[src/rtl/cacheline_arbiter.sv]
// Round-robin arbiter for the shared cacheline memory port.
// One 256-bit line transfer at a time; I-cache and D-cache miss paths compete.
module cacheline_arbiter #(
    parameter int LINE_BITS = 256,
    parameter int ADDR_BITS = 32
) (
    input  logic                 clk,
    input  logic                 rst,
    input  logic                 i_read,
    input  logic [ADDR_BITS-1:0] i_address,
    output logic [LINE_BITS-1:0] i_rdata,
    output logic                 i_resp,
    input  logic                 d_read,
    input  logic                 d_write,
    input  logic [ADDR_BITS-1:0] d_address,
    input  logic [LINE_BITS-1:0] d_wdata,
    output logic [LINE_BITS-1:0] d_rdata,
    output logic                 d_resp,
    output logic                 pmem_read,
    output logic                 pmem_write,
    output logic [ADDR_BITS-1:0] pmem_address,
    output logic [LINE_BITS-1:0] pmem_wdata,
    input  logic [LINE_BITS-1:0] pmem_rdata,
    input  logic                 pmem_resp
);

    typedef enum logic [2:0] {
        IDLE,
        SERVE_I,
        SERVE_D,
        RESP_I,
        RESP_D
    } state_t;

    state_t               state;
    logic                 last_d;
    logic [LINE_BITS-1:0] line;
    logic                 i_pend;
    logic                 d_pend;
    logic                 grant_i;
    logic                 grant_d;

    // On a tie the side that did not win last time gets the port.
    always_comb begin
        i_pend  = i_read;
        d_pend  = d_read | d_write;
        grant_i = i_pend && (!d_pend || last_d);
        grant_d = d_pend && !grant_i;
    end

    always_ff @(posedge clk) begin
        if (rst) begin
            state        <= IDLE;
            last_d       <= 1'b0;
            line         <= '0;
            i_resp       <= 1'b0;
            d_resp       <= 1'b0;
            pmem_read    <= 1'b0;
            pmem_write   <= 1'b0;
            pmem_address <= '0;
            pmem_wdata   <= '0;
        end else begin
            case (state)
                IDLE: begin
                    unique case (1'b1)
                        grant_i: begin
                            state        <= SERVE_I;
                            last_d       <= 1'b0;
                            pmem_read    <= 1'b1;
                            pmem_address <= i_address;
                        end
                        grant_d: begin
                            state        <= SERVE_D;
                            last_d       <= 1'b1;
                            pmem_address <= d_address;
                            // A combined read+write request is a writeback.
                            if (d_write) begin
                                pmem_write <= 1'b1;
                                pmem_wdata <= d_wdata;
                            end else begin
                                pmem_read  <= 1'b1;
                            end
                        end
                        default: ;
                    endcase
                end
                SERVE_I: begin
                    if (pmem_resp) begin
                        line      <= pmem_rdata;
                        pmem_read <= 1'b0;
                        i_resp    <= 1'b1;
                        state     <= RESP_I;
                    end
                end
                SERVE_D: begin
                    if (pmem_resp) begin
                        if (pmem_read) begin
                            line <= pmem_rdata;
                        end
                        pmem_read  <= 1'b0;
                        pmem_write <= 1'b0;
                        d_resp     <= 1'b1;
                        state      <= RESP_D;
                    end
                end
                RESP_I: begin
                    i_resp <= 1'b0;
                    state  <= IDLE;
                end
                RESP_D: begin
                    d_resp <= 1'b0;
                    state  <= IDLE;
                end
                default: begin
                    state <= IDLE;
                end
            endcase
        end
    end

    assign i_rdata = line;
    assign d_rdata = line;

endmodule

[config.mk]
export PLATFORM = sky130hd
export DESIGN_NAME = cacheline_arbiter
export DESIGN_NICKNAME = d
export VERILOG_FILES = /design/src/rtl/cacheline_arbiter.sv
export SDC_FILE = /design/constraint.sdc
export NUM_CORES = 1
export LEC_CHECK = 0
export CORE_AREA = 2 2 534 536
export CTS_CLUSTER_DIAMETER = 40
export DETAILED_ROUTE_END_ITERATION = 8
export DIE_AREA = 0 0 536 538
export PLACE_DENSITY_LB_ADDON = 0.25
export SLEW_MARGIN = 25
export SYNTH_ARGS = -nofsm -noshare
export SYNTH_HDL_FRONTEND = slang
export SYNTH_SLANG_ARGS = --single-unit
[constraint.sdc]
create_clock -name clk -period 1.5 [get_ports clk]
set_input_delay 0.3 -clock clk [delete_from_list [all_inputs] [get_ports clk]]
set_output_delay 0.3 -clock clk [all_outputs]
set_load 0.05 [all_outputs]
[Yosys cells after proc, flatten, opt, wreduce, memory -nomap -nowiden]
Cells that the tools add are included.
Word-level totals
  output and inout bits: 804
  register bits after elaboration: 552
  word-level logic and storage cells: 63
Operators by class
  reduce and logical (&&, ||, !) cells: 21
  multiplexer cells: 20
  bitwise operators: 1
  equal/unequal tests: 12
Operators by type and width (number)
  two-way mux 256 bit: 3
  one-hot mux 256 bit (2 select lines): 1
  one-hot mux 32 bit (2 select lines): 1
  one-hot mux 1 bit (2 select lines): 6
  AND reduction 4 bit: 3
  nonzero test 2 bit: 6
  != test 2 bit (second input constant): 5
  one-hot mux 3 bit (3 select lines): 1
  == test 3 x 2 -> 1 bit (second input constant): 2
  two-way mux 3 bit: 2
  != test 3 bit (second input constant): 2
  one-hot mux 3 bit (2 select lines): 1
  AND reduction 2 bit: 3
  AND reduction 3 bit: 2
  two-way mux 1 bit: 5
  == test 3 x 1 -> 1 bit (second input constant): 1
  == test 3 bit (second input constant): 1
  logical NOT 3 bit: 1
  logical AND 1 bit: 2
  logical NOT 1 bit: 2
  != test 2 x 1 -> 1 bit (second input constant): 1
  OR reduction 2 bit: 1
  logical OR 1 bit: 1
  OR 1 bit: 1

[Longest topological paths before layout]
  depth after elaboration: 8
  gate-level depth with buffers: 8

[Worst setup path after synthesis]
OpenSTA, ideal clock, no wires.
  kind: flip-flop to flip-flop
  start: register pmem_read
  end: register line[245] (netlist: d_rdata[245])
  data required time: 1.368 ns
  clock period less this slack: 1.758 ns
  stages on the path, launching flop included: 7
  setup slack: -0.258 ns
  arrival: 1.626 ns
  path through: dfxtp_1 nand3b_1 a211o_1 buf_2 buf_1 nand2_1 a21oi_1
Between the ends
  longest elaborated chain between the ends: 2
RTL lines
  start: declaration: RTL line 19  | output logic pmem_read,
  start signal: assignment: RTL line 58  | pmem_read <= 1'b0;
  start signal: assignment: RTL line 69  | pmem_read <= 1'b1;
  start signal: assignment: RTL line 81  | pmem_read <= 1'b1;
  != test 2 bit (no line)
  AND reduction 4 bit (no line)
  end signal: assignment: RTL line 89  | line <= pmem_rdata;
  end signal: assignment: RTL line 98  | line <= pmem_rdata;
  end: declaration: RTL line 37  | logic [LINE_BITS-1:0] line;
Every way passes these cells.
A chain may end at the register's enable or synchronous reset.

[Worst setup path after layout]
  start: register state[0]
  end: register line[11] (netlist: d_rdata[11])
Between the ends
  longest elaborated chain between the ends: 3
RTL lines
  start: declaration: RTL line 35  | state_t state;
  start signal: assignment: RTL line 53  | state <= IDLE;
  start signal: assignment: RTL line 67  | state <= SERVE_I;
  start signal: assignment: RTL line 73  | state <= SERVE_D;
  == test 3 x 2 -> 1 bit or == test 3 x 1 -> 1 bit (tied branches): RTL line 63  | case (state)
  != test 2 bit (no line) or nonzero test 2 bit (tied branches)
  AND reduction 4 bit (no line)
Several ways; a longest one is shown, not always the timed one.

==> impl_metrics.csv <==
group,metric,value,unit
cts,cts_tree,"done",
sta,slew_headroom,49.9,%
synthesis,ys_warn_count,0,
detailed_routing,ant_nets,0,
cts,cts.clk_slew.worst_paths,0.05,ns
power,intPower,51700,µW
global_route,antenna_found_initial,135,
power,comb_power_share,31.4,%
cts,cts_buffers,151,
outcome,outcome,"finished with violations",
worst_setup_path,setup.worst_path.end_class,"flip-flop",
placement,gp_congestion,0.840,
worst_setup_path,worst-path-max-fanout,5,
sta,finalSetupViolations,1352,
floorplanning,start_util,7.47,%
synthesis,synthFlopType,"dfxtp_1",
final_layout,final_cells,8083,
outcome,violations,"setup timing",
global_route,grt_pass1_vias,24800,
detailed_routing,drtIter0Drc,996,
sta,tightest_slew,0.751,ns
power,power.share.switching,33.3,%
worst_setup_path,cp.required,2.14,ns
hold_path,hold_class,"in2reg",
final_layout,final_core_util,20.3,%
synthesis,yosysTopAreaCellShare,52.2,%
floorplanning,core_area,0.283,mm²
cts,cts_buffer_depth,4,
hold_path,worstHoldStart,"pmem_rdata[54]",
sta,finalCriticalPeriod,1.92,ns
detailed_routing,dr_total_vias,25300,
worst_setup_path,reg2reg_depth,8,
power,leakage,0.0210,µW
worst_setup_path,r2r-end,"d_rdata[11]",
cts,cts_root_buffer,"clkbuf_16",
floorplanning,die_width,536,µm
sta,slew_viol_final,0,
power,p_seq_share,23.5,%
synthesis,syn_area_per_cell,7.82,µm²
synthesis,synthTopCellsByCount,"nand2_1, dfxtp_1, a21oi_1",
final_layout,multiInputGateArea,0.00865,mm²
sta,max_freq,520,MHz
synthesis,synth_edf_count,0,
run,cap_violations,0,
detailed_routing,wl_per_cell,25.2,µm
global_route,grt.total_usage,13.1,%
worst_setup_path,rrSetupSlack,-0.42,ns
synthesis,synth.largest_area_cell,"dfxtp_1",
global_route,grt-ovfl-total,0,
synthesis,synth_nets,3290,
worst_setup_path,cp_cell_sequence,"nand3b_1, buf_4, a211o_4, buf_12, buf_12, bufbuf_16, nand2_1, a21oi_1",
worst_setup_path,critical_path.max_stage_delay,0.35,ns
sta,hold_viol_final,0,
sta,finClkSkew,0.0311,ns
worst_setup_path,worst_r2r_startpoint,"state[0]",
floorplanning,die_area,0.288,mm²
worst_setup_path,critical_path.most_common_cell,"buf_12",
synthesis,synthCells,2708,
detailed_routing,routed_wl,204000,µm
detailed_routing,drc,0,
worst_setup_path,path_buf_inv,4,
synthesis,syn_area,0.0212,mm²
floorplanning,io_pins,1386,
synthesis,async_flop_share,0,%
sta,fin_tns_setup,-271.68,ns
global_route,grt_start_max_net_pins,54,
final_layout,drive_gt1_share,39.3,%
synthesis,synth_most_common_cell,"nand2_1",
worst_setup_path,critPathTopFamily,"buffers and inverters",
power,power.net_switching,25800,µW
detailed_routing,first_pass_iters,7,
final_layout,fin_nets,4761,
sta,holdWs,0.0749,ns
hold_path,hold_path_depth,3,
final_layout,fill_cells,30800,
placement,portBuffers,1385,
global_route,grt_pass1_wl,251000,µm
placement,dp_cells,7543,
power,power_frac_clock,45.1,%
final_layout,synthToLayoutAreaGrowth,172,%
detailed_routing,viasPerCell,3.13,
cts,ctsHtreeMaxLevel,4,
worst_setup_path,worst-setup-path-type,"reg2reg",
synthesis,seq_area_frac_synth,52.2,%
cts,clkLatencyLatePin,0.81,ns
worst_setup_path,start_kind,"flip-flop",
final_layout,regArea,0.0116,mm²
power,vdd_drop_max,0.719,mV
power,powerDensity,1350,mW/mm²
placement,dp_hpwl,166000,µm
synthesis,synth_top_cells_by_area,"dfxtp_1, nand2_1, a21oi_1",
sta,rsz0062_at_grt,"true",
synthesis,yosys.cell_types.count,30,
synthesis,synth.ff_latch_count,552,
sta,setup_ws,-0.424,ns
floorplanning,num_rows,196,
worst_setup_path,arrival,2.57,ns
worst_setup_path,cpMaxStageDelayCell,"dfxtp_4",
power,finalPower,77500,µW
floorplanning,die_y,538,µm
sta,fin_crit_sh,128,%
hold_path,min_to,"d_rdata[54]",
cts,clock-sinks,552,
[worst min-delay path, cell delays in order]
cell and delay [ns]:
clkdlybuf4s50_1 0.40, nand2_1 0.06, a21oi_1 0.05
[logic make-up (layout without fill, tap and decap cells)]
logic type      after synthesis  in the layout  synth area share (%)
mux                           1              1                0.0532
buf+inv                     449           2036                  13.2
compound gates              559            559                  14.0
flops                       552            552                  52.2
other cells                   0             26                     0
simple gates               1147           1147                  20.5
[metal layers]
| layer | routed length, µm | global-route usage (%) | vias up |
|---|---|---|---|
| li1 | - | - | 11600 |
| met1 | 72900 | 13.8 | 11900 |
| met2 | 94700 | 21.4 | 1305 |
| met3 | 29400 | 8.68 | 404 |
| met4 | 5980 | 3.56 | 94 |
| met5 | 598 | 0 | - |
[state kept, by name (all words and copies together) (netlist names)]
register	count
d_resp	1
i_resp	1
last_d	1
pmem_write	1
pmem_read	1
state	3
d_rdata	256
pmem_wdata	256
pmem_address	32
[power by group through the flow]
stage / clock [µW] / sequential [µW] / combinational [µW]
floorplan: 0 / 21500 / 5650
global placement: 0 / 18500 / 21600
detailed placement: 0 / 18500 / 21600
CTS: 36000 / 18300 / 23300
global route: 36600 / 18400 / 25500
finish: 34900 / 18200 / 24400
[metrics by stage]
step | area (µm²) | setup WS (ns)
final | 57500 | -0.424
after global routing | 57500 | -0.472
after CTS | 55400 | -0.352
after detailed placement | 46600 | -0.808
after global placement | 46600 | -0.823
after floorplan | 21200 | -0.00873
[placed cells by master (no fill, tap or decap), types with 2 or more instances in the layout]
cell             Yosys  final
clkdlybuf4s50_1      0    580
buf_16               0     24
nand2_4              0     85
buf_8                0     15
buf_6                0     13
clkbuf_1           105     12
bufinv_16            0     27
clkinv_2             0     24
clkbuf_16            0    178
a311oi_1            32     32
a21oi_2              0    127
dfxtp_1            552    410
nand2_1           1093    960
clkinvlp_4           0     17
nand2_2              0     48
clkbuf_8             0     20
a21oi_1            515    387
nor3_1               3      3
bufbuf_16            0      4
o21ai_0              3      3
buf_4              277     72
inv_16               0      2
clkinv_16            0      2
diode_2              0     26
inv_1                3      3
dfxtp_4              0    141
clkinv_4             0      7
dlygate4sd3_1        0    168
inv_6                0      5
nor2_1              40     40
buf_12               0    862
[cell type report]
cell class / instances / area share, %
Timing Repair Buffer: 1764 / 47.1
Sequential cell: 552 / 20.1
Multi-Input combinational cell: 1707 / 15.0
Tap cell: 3762 / 8.18
Clock buffer: 184 / 7.17
Clock inverter: 85 / 2.23
Antenna cell: 26 / 0.113
Inverter: 3 / 0.0196
[repair_timing]
action	in CTS	in global routing
setup buffers	26	11
setup endpoints to repair	1352	1352
gates resized for setup	364	367
pin swaps	18	144
hold endpoints to repair	215	0
cloned	17	29
hold buffers	168	0
[how the worst max path moves through the flow]
stage	start	to	slack, ns	depth (start not counted)
global placement	d_write	pmem_wdata[177]	-0.82	6
detailed placement	d_write	pmem_wdata[177]	-0.81	6
finish	state[0]	d_rdata[11]	-0.42	8
CTS	state[0]	d_rdata[204]	-0.35	7
global route	state[0]	d_rdata[70]	-0.47	8
floorplan	state[1]	d_rdata[115]	-0.009	7
Power figures use the tool's default switching activity.
